### src/rtl/wbs_pwm_pkg.sv
// Shared constants for the Wishbone PWM bank: register map, CTRL fields, bus request payload.
package wbs_pwm_pkg;

  localparam int unsigned ADR_W = 5;
  localparam int unsigned DAT_W = 16;

  localparam logic [ADR_W-1:0] ADR_CTRL   = 5'd0;
  localparam logic [ADR_W-1:0] ADR_PERIOD = 5'd1;
  localparam logic [ADR_W-1:0] ADR_DUTY0  = 5'd2;

  localparam int unsigned CTRL_EN_BIT    = 0;
  localparam int unsigned CTRL_DIR_BIT   = 1;
  localparam int unsigned CTRL_PRESC_LSB = 8;

  typedef struct packed {
    logic             we;
    logic [ADR_W-1:0] adr;
    logic [DAT_W-1:0] dat;
  } wb_req_t;

  function automatic logic [ADR_W-1:0] duty_adr(input int unsigned ch);
    return ADR_W'(32'(ADR_DUTY0) + ch);
  endfunction

endpackage

### src/rtl/wbs_pwm_bank_channel.sv
// One PWM channel: pending/active duty pair, boundary load, compare and registered output.
module wbs_pwm_bank_channel #(
  parameter int unsigned CNT_W = 8
) (
  input  logic             clk_i,
  input  logic             rst_ni,
  input  logic             wr_i,
  input  logic [CNT_W-1:0] wdata_i,
  input  logic             load_i,
  input  logic             en_i,
  input  logic [CNT_W-1:0] cnt_i,
  output logic [CNT_W-1:0] pend_o,
  output logic             pwm_o
);

  logic [CNT_W-1:0] pend_q, pend_d;
  logic [CNT_W-1:0] act_q, act_d;
  logic             pwm_q, pwm_d;

  always_comb begin
    pend_d = pend_q;
    act_d  = act_q;
    if (wr_i) pend_d = wdata_i;
    // Load sees the pre-write pending value, so a colliding write waits a full period.
    if (load_i) act_d = pend_q;
    pwm_d = en_i & (act_q > cnt_i);
  end

  always_ff @(posedge clk_i or negedge rst_ni) begin
    if (!rst_ni) begin
      pend_q <= '0;
      act_q  <= '0;
      pwm_q  <= 1'b0;
    end else begin
      pend_q <= pend_d;
      act_q  <= act_d;
      pwm_q  <= pwm_d;
    end
  end

  assign pend_o = pend_q;
  assign pwm_o  = pwm_q;

endmodule

### src/rtl/wbs_pwm_bank.sv
// Multi-channel PWM bank with a Wishbone B4 pipelined slave port.
// Define WBS_PWM_CENTER_ALIGNED_EN for a triangle (centre-aligned) counter.
module wbs_pwm_bank
  import wbs_pwm_pkg::*;
#(
  parameter int unsigned NUM_CH  = 4,
  parameter int unsigned CNT_W   = 8,
  parameter int unsigned PRESC_W = 8
) (
  input  logic              wbs_clk_i,
  input  logic              wbs_rst_ni,
  input  logic              wbs_stb_i,
  input  logic              wbs_cyc_i,
  input  logic              wbs_we_i,
  input  logic [ADR_W-1:0]  wbs_adr_i,
  input  logic [DAT_W-1:0]  wbs_dat_i,
  output logic [DAT_W-1:0]  wbs_dat_o,
  output logic              wbs_ack_o,
  output logic              wbs_stall_o,
  output logic [NUM_CH-1:0] pwm_o
);

  wb_req_t          req;
  logic             req_c;
  logic             wr_c;

  logic             en_q, en_d;
  logic [PRESC_W-1:0] presc_q, presc_d;
  logic [PRESC_W-1:0] presc_cnt_q, presc_cnt_d;
  logic [CNT_W-1:0] period_pend_q, period_pend_d;
  logic [CNT_W-1:0] period_act_q, period_act_d;
  logic [CNT_W-1:0] cnt_q, cnt_d;
  logic             ack_q, ack_d;
  logic [DAT_W-1:0] dat_q, dat_d;
  logic [DAT_W-1:0] rdata_c;
  logic             tick_c;
  logic             wrap_c;
  logic             load_c;
  logic [CNT_W-1:0] duty_pend [NUM_CH];
`ifdef WBS_PWM_CENTER_ALIGNED_EN
  logic             dir_q, dir_d;
`endif

  assign req   = '{we: wbs_we_i, adr: wbs_adr_i, dat: wbs_dat_i};
  assign req_c = wbs_stb_i & wbs_cyc_i;
  assign wr_c  = req_c & req.we;

  // Control and period register writes; shadow copy on boundary or while disabled.
  always_comb begin
    en_d          = en_q;
    presc_d       = presc_q;
    period_pend_d = period_pend_q;
    if (wr_c && req.adr == ADR_CTRL) begin
      en_d    = req.dat[CTRL_EN_BIT];
      presc_d = PRESC_W'(req.dat >> CTRL_PRESC_LSB);
    end
    if (wr_c && req.adr == ADR_PERIOD) period_pend_d = CNT_W'(req.dat);
    period_act_d = load_c ? period_pend_q : period_act_q;
  end

  // Prescaler: one tick every presc_q+1 clocks while enabled.
  always_comb begin
    tick_c      = en_q & (presc_cnt_q >= presc_q);
    presc_cnt_d = presc_cnt_q + PRESC_W'(1);
    if (!en_q || tick_c) presc_cnt_d = '0;
  end

  // Period counter; wrap_c marks the boundary tick where the counter returns to 0.
  always_comb begin
    cnt_d  = cnt_q;
    wrap_c = 1'b0;
`ifdef WBS_PWM_CENTER_ALIGNED_EN
    dir_d  = dir_q;
    if (!en_q) begin
      cnt_d = '0;
      dir_d = 1'b0;
    end else if (tick_c) begin
      if (!dir_q) begin
        if (cnt_q >= period_act_q) begin
          if (period_act_q <= CNT_W'(1)) begin
            cnt_d  = '0;
            wrap_c = 1'b1;
          end else begin
            cnt_d = period_act_q - CNT_W'(1);
            dir_d = 1'b1;
          end
        end else begin
          cnt_d = cnt_q + CNT_W'(1);
        end
      end else if (cnt_q <= CNT_W'(1)) begin
        cnt_d  = '0;
        dir_d  = 1'b0;
        wrap_c = 1'b1;
      end else begin
        cnt_d = cnt_q - CNT_W'(1);
      end
    end
`else
    if (!en_q) begin
      cnt_d = '0;
    end else if (tick_c) begin
      if (cnt_q >= period_act_q) begin
        cnt_d  = '0;
        wrap_c = 1'b1;
      end else begin
        cnt_d = cnt_q + CNT_W'(1);
      end
    end
`endif
  end

  assign load_c = wrap_c | ~en_q;

  // Readback of pending values, zero-extended.
  always_comb begin
    rdata_c = '0;
    if (req.adr == ADR_CTRL) begin
      rdata_c = (DAT_W'(en_q) << CTRL_EN_BIT) | (DAT_W'(presc_q) << CTRL_PRESC_LSB);
`ifdef WBS_PWM_CENTER_ALIGNED_EN
      rdata_c = rdata_c | (DAT_W'(dir_q) << CTRL_DIR_BIT);
`endif
    end else if (req.adr == ADR_PERIOD) begin
      rdata_c = DAT_W'(period_pend_q);
    end
    for (int unsigned i = 0; i < NUM_CH; i++) begin
      if (req.adr == duty_adr(i)) rdata_c = DAT_W'(duty_pend[i]);
    end
    ack_d = req_c;
    dat_d = (req_c && !req.we) ? rdata_c : '0;
  end

  always_ff @(posedge wbs_clk_i or negedge wbs_rst_ni) begin
    if (!wbs_rst_ni) begin
      en_q          <= 1'b0;
      presc_q       <= '0;
      presc_cnt_q   <= '0;
      period_pend_q <= '0;
      period_act_q  <= '0;
      cnt_q         <= '0;
      ack_q         <= 1'b0;
      dat_q         <= '0;
`ifdef WBS_PWM_CENTER_ALIGNED_EN
      dir_q         <= 1'b0;
`endif
    end else begin
      en_q          <= en_d;
      presc_q       <= presc_d;
      presc_cnt_q   <= presc_cnt_d;
      period_pend_q <= period_pend_d;
      period_act_q  <= period_act_d;
      cnt_q         <= cnt_d;
      ack_q         <= ack_d;
      dat_q         <= dat_d;
`ifdef WBS_PWM_CENTER_ALIGNED_EN
      dir_q         <= dir_d;
`endif
    end
  end

  for (genvar g = 0; g < NUM_CH; g++) begin : g_ch
    wbs_pwm_bank_channel #(.CNT_W(CNT_W)) u_ch (
      .clk_i   (wbs_clk_i),
      .rst_ni  (wbs_rst_ni),
      .wr_i    (wr_c && (req.adr == duty_adr(g))),
      .wdata_i (CNT_W'(req.dat)),
      .load_i  (load_c),
      .en_i    (en_q),
      .cnt_i   (cnt_q),
      .pend_o  (duty_pend[g]),
      .pwm_o   (pwm_o[g])
    );
  end

  assign wbs_ack_o   = ack_q;
  assign wbs_dat_o   = dat_q;
  assign wbs_stall_o = 1'b0;

endmodule

### config.mk
export PLATFORM = sky130hd
export DESIGN_NAME = wbs_pwm_bank
export DESIGN_NICKNAME = d
export VERILOG_FILES = /design/src/rtl/wbs_pwm_pkg.sv /design/src/rtl/wbs_pwm_bank_channel.sv /design/src/rtl/wbs_pwm_bank.sv
export SDC_FILE = /design/constraint.sdc
export NUM_CORES = 1
export LEC_CHECK = 0
export BUFFER_PORTS_ARGS = -buffer_cell sky130_fd_sc_hd__buf_2
export CAP_MARGIN = 20
export CORE_MARGIN = 2
export CORE_UTILIZATION = 50
export DETAILED_ROUTE_END_ITERATION = 10
export PLACE_DENSITY = 0.68
export SKIP_LAST_GASP = 1
export SLEW_MARGIN = 20
export SYNTH_ARGS = -nofsm -noshare
export SYNTH_HDL_FRONTEND = slang
export SYNTH_HIERARCHICAL = 1
export SYNTH_SLANG_ARGS = --single-unit
### constraint.sdc
create_clock -name wbs_clk_i -period 7.4 [get_ports wbs_clk_i]
set_input_delay 1.85 -clock wbs_clk_i [delete_from_list [all_inputs] [get_ports wbs_clk_i]]
set_output_delay 1.85 -clock wbs_clk_i [all_outputs]
set_load 0.05 [all_outputs]
==> run_results.csv, run 1 <==
group,metric,value,unit
global_route,grt_pass1_vias,4447,
synthesis,synth.area.top_cells,"dfrtp_1 (50%), mux2_2 (14%), ha_1 (10%)",
synthesis,ys_seq_area_frac,0.503,
synthesis,synthXorXnorAreaFrac,0.00839,
critical_path,worstPathRequired,7700,ps
synthesis,synth_warnings,6,
synthesis,ys_types,46,
synthesis,yosysTopAreaCell,"dfrtp_1",
drt,viasPerCell,5.63,
cts,clk_path_buf_depth,2,
floorplan,die-area,13400,µm²
synthesis,synth_fp_nets,622,
drt,drc,0,
finish,multi_input_area,2820,µm²
critical_path,worstPathArrival,3940,ps
synthesis,synth_adder_area_share,0.0999,
cts,clkTransAtPathRegs,50,ps
drt,drt_iter0_drc,317,
drt,routed_wl,14800,µm
timing,final.setup.tns,0,ps
global_route,grt_util_all_layers,0.245,
timing,final.setup_skew,8.29,ps
cts,clk_latency,420,ps
critical_path,endpoint_kind,"flop",
finish,n_fill_cell,1036,
synthesis,yosys_register_bits,126,
global_route,antenna_found_initial,0,
synthesis,synth_most_common_cell,"dfrtp_1",
synthesis,synthCells,546,
drt,vias,4365,
worst_hold_path,min_path_type,"reg2reg",
place,io_buffers,46,
synthesis,netlist_area,6260,µm²
finish,final_cell_area,7170,µm²
floorplan,fp.dieW,116,µm
power_and_ir_drop,ir_drop,187,µV
finish,syn_to_final_growth,14.5,%
cts,h-tree-depth,4,
finish,fin_cells,776,
timing,period_share,0.492,
cts,postCtsSetupBuffers,0,
cts,cts-root-buf,"clkbuf_16",
cts,cts_inserted_buffers,17,
finish,diodes,0,
place,place_inst,744,
flow_run,drv_cap,0,
synthesis,syn_avg_cell_area,11.5,µm²
place,place_congestion,0.917,
timing,slew_headroom,0.253,
critical_path,worstPathMaxFanout,10,
power_and_ir_drop,power.density,245,nW/µm²
place,dpl.hpwl,10400,µm
synthesis,synth_top_family_by_area,"multiplexers",
synthesis,yosys-top-cells-count,"dfrtp_1 (126), mux2_2 (78), inv_1 (52)",
floorplan,ioPinCount,48,
timing,fin_crit,3640,ps
synthesis,synth.top_cell.area_share,0.503,
global_route,grt_max_degree,67,
timing,worst_pin_slew,1110,ps
timing,slew_violations,0,
outcome,outcome,"completed",
timing,setup_viol,0,
synthesis,synthArstFlopShare,1.00,
drt,drtAntennaViolNets,0,
drt,wire_per_inst,19.1,µm
finish,drive_above_1_share,0.275,
global_route,grt_pass1_wl,24100,µm
finish,fin_util,0.592,
floorplan,fp.dieH,116,µm
timing,finalHoldViolCount,0,
drt,firstDrtPassIters,5,
global_route,grt_overflow,0,
cts,cts_tree,"built",
timing,fmax,0.275,GHz
timing,rsz0062_at_grt,"no",
place,place_area,6620,µm²
floorplan,core-area,12100,µm²
floorplan,initial_utilization,0.517,
cts,clock_sinks,126,
critical_path,crit_path_start_kind,"input pin",
power_and_ir_drop,leakage,3.53,nW
cts,cts_resized,0,
finish,regArea,3150,µm²
synthesis,synthMuxAreaShare,0.149,
finish,fin_nets,671,
synthesis,synth_compound_area_frac,0.0937,
synthesis,synth_edf_count,0,
floorplan,row_count,40,
synthesis,synth_top_flop_cell,"dfrtp_1",
cts,hold_buffers,0,
critical_path,critPathKind,"in2reg",
synthesis,synthSimpleGateAreaFrac,0.0987,
## critical path: stages
cell     delay (ps)
buf_2           140
nor4b_2         670
nand2_1         320
nor2_1          550
mux2_2          400
## flip-flops by register name (all words and copies together), names as in the netlist
register	flops
cnt_q	8
en_q	1
g_ch.u_ch/act_q	32
g_ch.u_ch/pend_o	32
g_ch.u_ch/pwm_o	4
period_act_q	8
period_pend_q	8
presc_cnt_q	8
presc_q	8
wbs_ack_o	1
wbs_dat_o	16
## per-stage QoR
stage          worst slack, ps  hold WS (ps)  total power, mW
5_1_grt                   3570           507             1.84
4_1_cts                   3820           487             1.77
2_1_floorplan             3900           447            0.927
3_3_place_gp              3520           471            0.988
6_report                  3760           485             1.76
3_5_place_dp              3400           480            0.998
## metal layers
metal / track usage / vias to the layer above / part of all wire
met5: 0 / - / 0
met4: 0.0810 / 0 / 0.016
met3: 0.0737 / 23 / 0.058
met2: 0.379 / 103 / 0.48
met1: 0.331 / 2212 / 0.45
li1: - / 2027 / -
## cell usage in the layout (no fill, tap or decap), types with 2 or more instances in the layout
master and n:
buf_4 2, a221o_1 3, and3_1 6, nand2_1 22, and2_1 10, clkinv_4 2, a21oi_1 18, a211oi_1 2
o221a_2 5, nor2_1 37, ha_1 50, clkbuf_16 17, xor2_1 2, buf_2 45, o21a_1 2, a31oi_1 5
xnor2_1 4, nor2b_1 9, clkbuf_1 2, nor4_1 2, clkbuf_8 2, inv_1 52, dfrtp_1 126, nand3_1 17
o31ai_1 3, a22o_1 3, o211ai_1 4, or4_1 2, a21o_1 10, clkinvlp_4 2, mux2i_1 4, o21ai_0 26
clkinv_2 6, nor3_1 4, nand4_1 9, mux2_2 78
## cells by family after synthesis
logic type      after synthesis
buf+inv                      69
mux                          83
compound gates               88
flops                       126
fa+ha+maj                    50
xor+xnor                      6
other cells                   1
simple gates                123
## power by group
| part | total (mW) | switching [mW] | internal [mW] | leakage [nW] |
|---|---|---|---|---|
| Combinational | 0.215 | 0.120 | 0.0949 | 1.53 |
| Sequential | 0.774 | 0.0371 | 0.737 | 1.73 |
| Clock | 0.770 | 0.295 | 0.475 | 0.272 |
| Total | 1.76 | 0.452 | 1.31 | 3.53 |
## layout make-up
cell class,count,share of cell area
tap,168,0.0293
timing repair buffer,47,0.0335
sequential,126,0.440
clock inverter,11,0.0129
multi-input combinational,351,0.393
inverter,52,0.0272
clock buffer,21,0.0642
## worst paths after layout
| kind | startpoint | end | slack [ps] | cells past startpoint |
|---|---|---|---|---|
| worst max-delay path | wbs_adr_i[2] | g_ch[1].u_ch/pend_o[0] | 3760 | 5 |
| max in group asynchronous | wbs_rst_ni | g_ch[3].u_ch/act_q[0] | 4600 | 2 |
| worst min register to register | presc_cnt_q[0] | presc_cnt_q[0] | 480 | 1 |
| min in group asynchronous | wbs_rst_ni | presc_cnt_q[7] | 1490 | 1 |
| worst max register to register | cnt_q[2] | period_act_q[0] | 4490 | 6 |
| worst min-delay path | presc_cnt_q[0] | presc_cnt_q[0] | 480 | 1 |
No activity file was read; power rests on OpenSTA's default activity.
==> run 2, diff against run 1 <==
Settings changed: ABC_AREA set to 1.
Clock period 7.4 ns to 3.45 ns, I/O delays scaled along.
==> run 2 against run 1 <==
Effect of this change:
- sequential power is 120% higher
- cell count is 31% higher
- via count is 23% higher
- synthesized cell count is 43% higher
- largest power group unchanged
==> run_results.csv, run 2 <==
group,metric,value,unit
outcome,outcome,"completed",
drt,drtAntennaViolNets,0,
finish,syn_to_final_growth,12.5,%
floorplan,core-area,13200,µm²
drt,viasPerCell,5.25,
timing,worst_pin_slew,797,ps
global_route,grt_pass1_wl,26800,µm
floorplan,initial_utilization,0.511,
synthesis,yosys_register_bits,126,
floorplan,ioPinCount,48,
timing,final.setup.tns,0,ps
finish,drive_above_1_share,0.162,
timing,slew_violations,0,
synthesis,synth_fp_nets,855,
timing,fmax,0.350,GHz
drt,routed_wl,16600,µm
flow_run,drv_cap,0,
cts,cts_tree,"built",
critical_path,critPathKind,"reg2reg",
drt,vias,5358,
place,place_congestion,0.929,
cts,clk_path_buf_depth,2,
critical_path,ff2ff_path_depth,10,
power_and_ir_drop,power.density,497,nW/µm²
power_and_ir_drop,leakage,3.84,nW
synthesis,syn_avg_cell_area,8.69,µm²
floorplan,fp.dieW,120,µm
floorplan,fp.dieH,120,µm
drt,firstDrtPassIters,5,
cts,clk_latency,420,ps
synthesis,synthCells,779,
synthesis,synth_warnings,6,
timing,worst_hold_slack,227,ps
finish,final_common_cell,"nand2_1",
synthesis,yosysTopAreaCell,"dfrtp_1",
critical_path,crit_path_start_kind,"flop",
synthesis,synthArstFlopShare,1.00,
finish,layout_common_cells,"nand2_1 (169), inv_1 (127), dfrtp_1 (126), nor2_1 (70), o21ai_0 (52)",
place,dpl.hpwl,11800,µm
global_route,grt_pass1_vias,5349,
critical_path,worstPathArrival,3200,ps
finish,diodes,0,
global_route,grt_util_all_layers,0.245,
synthesis,synth.top_cell.area_share,0.466,
cts,clkTransAtPathRegs,50,ps
cts,cts_inserted_buffers,17,
global_route,antenna_found_initial,0,
synthesis,synth_edf_count,0,
timing,finalHoldViolCount,0,
critical_path,worstPathRequired,3790,ps
synthesis,synth.area.top_cells,"dfrtp_1 (47%), nand2_1 (9.4%), ha_1 (9.2%)",
synthesis,ys_seq_area_frac,0.466,
drt,wire_per_inst,16.2,µm
critical_path,worstPathMaxFanout,64,
timing,slew_headroom,0.467,
drt,drc,0,
global_route,grt_overflow,0,
finish,n_fill_cell,1202,
drt,drt_iter0_drc,346,
synthesis,synth_top_flop_cell,"dfrtp_1",
timing,setup_viol,0,
power_and_ir_drop,ir_drop,340,µV
cts,postCtsSetupBuffers,0,
cts,cts-root-buf,"clkbuf_16",
synthesis,yosys-top-cells-count,"nand2_1 (169), inv_1 (128), dfrtp_1 (126)",
finish,fin_nets,911,
timing,period_share,0.828,
cts,h-tree-depth,4,
cts,clock_sinks,126,
floorplan,row_count,42,
timing,final.setup_skew,4.04,ps
global_route,grt_max_degree,126,
critical_path,endpoint_kind,"flop",
floorplan,die-area,14500,µm²
worst_hold_path,min_path_type,"in2async",
synthesis,synth_most_common_cell,"nand2_1",
timing,fin_crit,2860,ps
synthesis,netlist_area,6770,µm²
place,io_buffers,46,
timing,rsz0062_at_grt,"no",
synthesis,ys_types,36,
[run 2: cell types whose count changed in the layout (fill, tap and decap cells not counted), moves of 9 or more]
| cell | delta |
|---|---|
| nor2b_1 | -9 |
| and2_1 | -10 |
| nand2_1 | +147 |
| o21ai_0 | +26 |
| inv_1 | +75 |
| nor2_1 | +33 |
| a21oi_1 | +31 |
| mux2_2 | -74 |
[run 2: area by class of cell]
cell class | count | area [µm²] | share of cell area
clock buffer | 26 | 489 | 0.0642
clock inverter | 2 | 10.0 | 0.00131
inverter | 133 | 502 | 0.0659
multi-input combinational | 501 | 2920 | 0.384
sequential | 126 | 3150 | 0.414
tap | 176 | 220 | 0.0289
timing repair buffer | 56 | 320 | 0.0421
[run 2: report_power, final]
group | internal, mW | total (mW) | switching, mW
registers | 1.62 | 1.71 | 0.0893
clock network | 0.955 | 1.56 | 0.609
logic | 0.181 | 0.509 | 0.329
[run 2: per-layer routing]
layer | global-route usage | share of wire
met1 | 0.316 | 0.43
met2 | 0.407 | 0.49
met3 | 0.0443 | 0.054
met4 | 0.103 | 0.025
met5 | 0 | 0
[run 2: final timing paths]
path,startpoint,slack [ps],to
setup / recovery,cnt_q[0],590,g_ch[3].u_ch/act_q[7]
hold reg to reg,period_act_q[2],480,period_act_q[2]
setup reg to reg,cnt_q[0],590,g_ch[3].u_ch/act_q[7]
hold / removal,wbs_rst_ni,230,period_act_q[6]
min in group wbs_clk_i,period_act_q[2],480,period_act_q[2]
max in group asynchronous,wbs_rst_ni,2390,g_ch[3].u_ch/pend_o[5]
[run 2: critical path: stages, from the launching register on]
cell and delay [ps]:
dfrtp_1 640, inv_1 190, ha_1 320, nand2_1 50, nor2_1 110, nand2_1 80
nand4_1 300, nand2_2 230, inv_4 520, nor2_1 150, a21oi_1 140
[run 2: what timing repair did]
item                                    in CTS  in global routing
hold buffers                                 0                  0
endpoints found under the setup margin       0                 32
gates resized for setup                      0                  1
[run 2: through the flow]
step / instances / util / area (µm²) / total power, mW / setup WS (ps)
6_report: 1020 / 0.575 / 7620 / 3.78 / 593
5_1_grt: 1020 / 0.575 / 7620 / 3.95 / 340
4_1_cts: 1020 / 0.575 / 7610 / 3.80 / 310
3_5_place_dp: 992 / 0.537 / 7110 / 2.24 / 378
3_3_place_gp: 992 / 0.537 / 7110 / 2.21 / 470
2_1_floorplan: 779 / - / 6770 / 2.08 / 1390
[run 2: logic make-up after synthesis]
logic type,count (synthesis),share of synthesized area
flops,126,0.466
other cells,1,0.000554
mux,12,0.0244
compound gates,125,0.101
xor+xnor,6,0.00776
simple gates,307,0.206
fa+ha+maj,50,0.0924
buf+inv,152,0.102
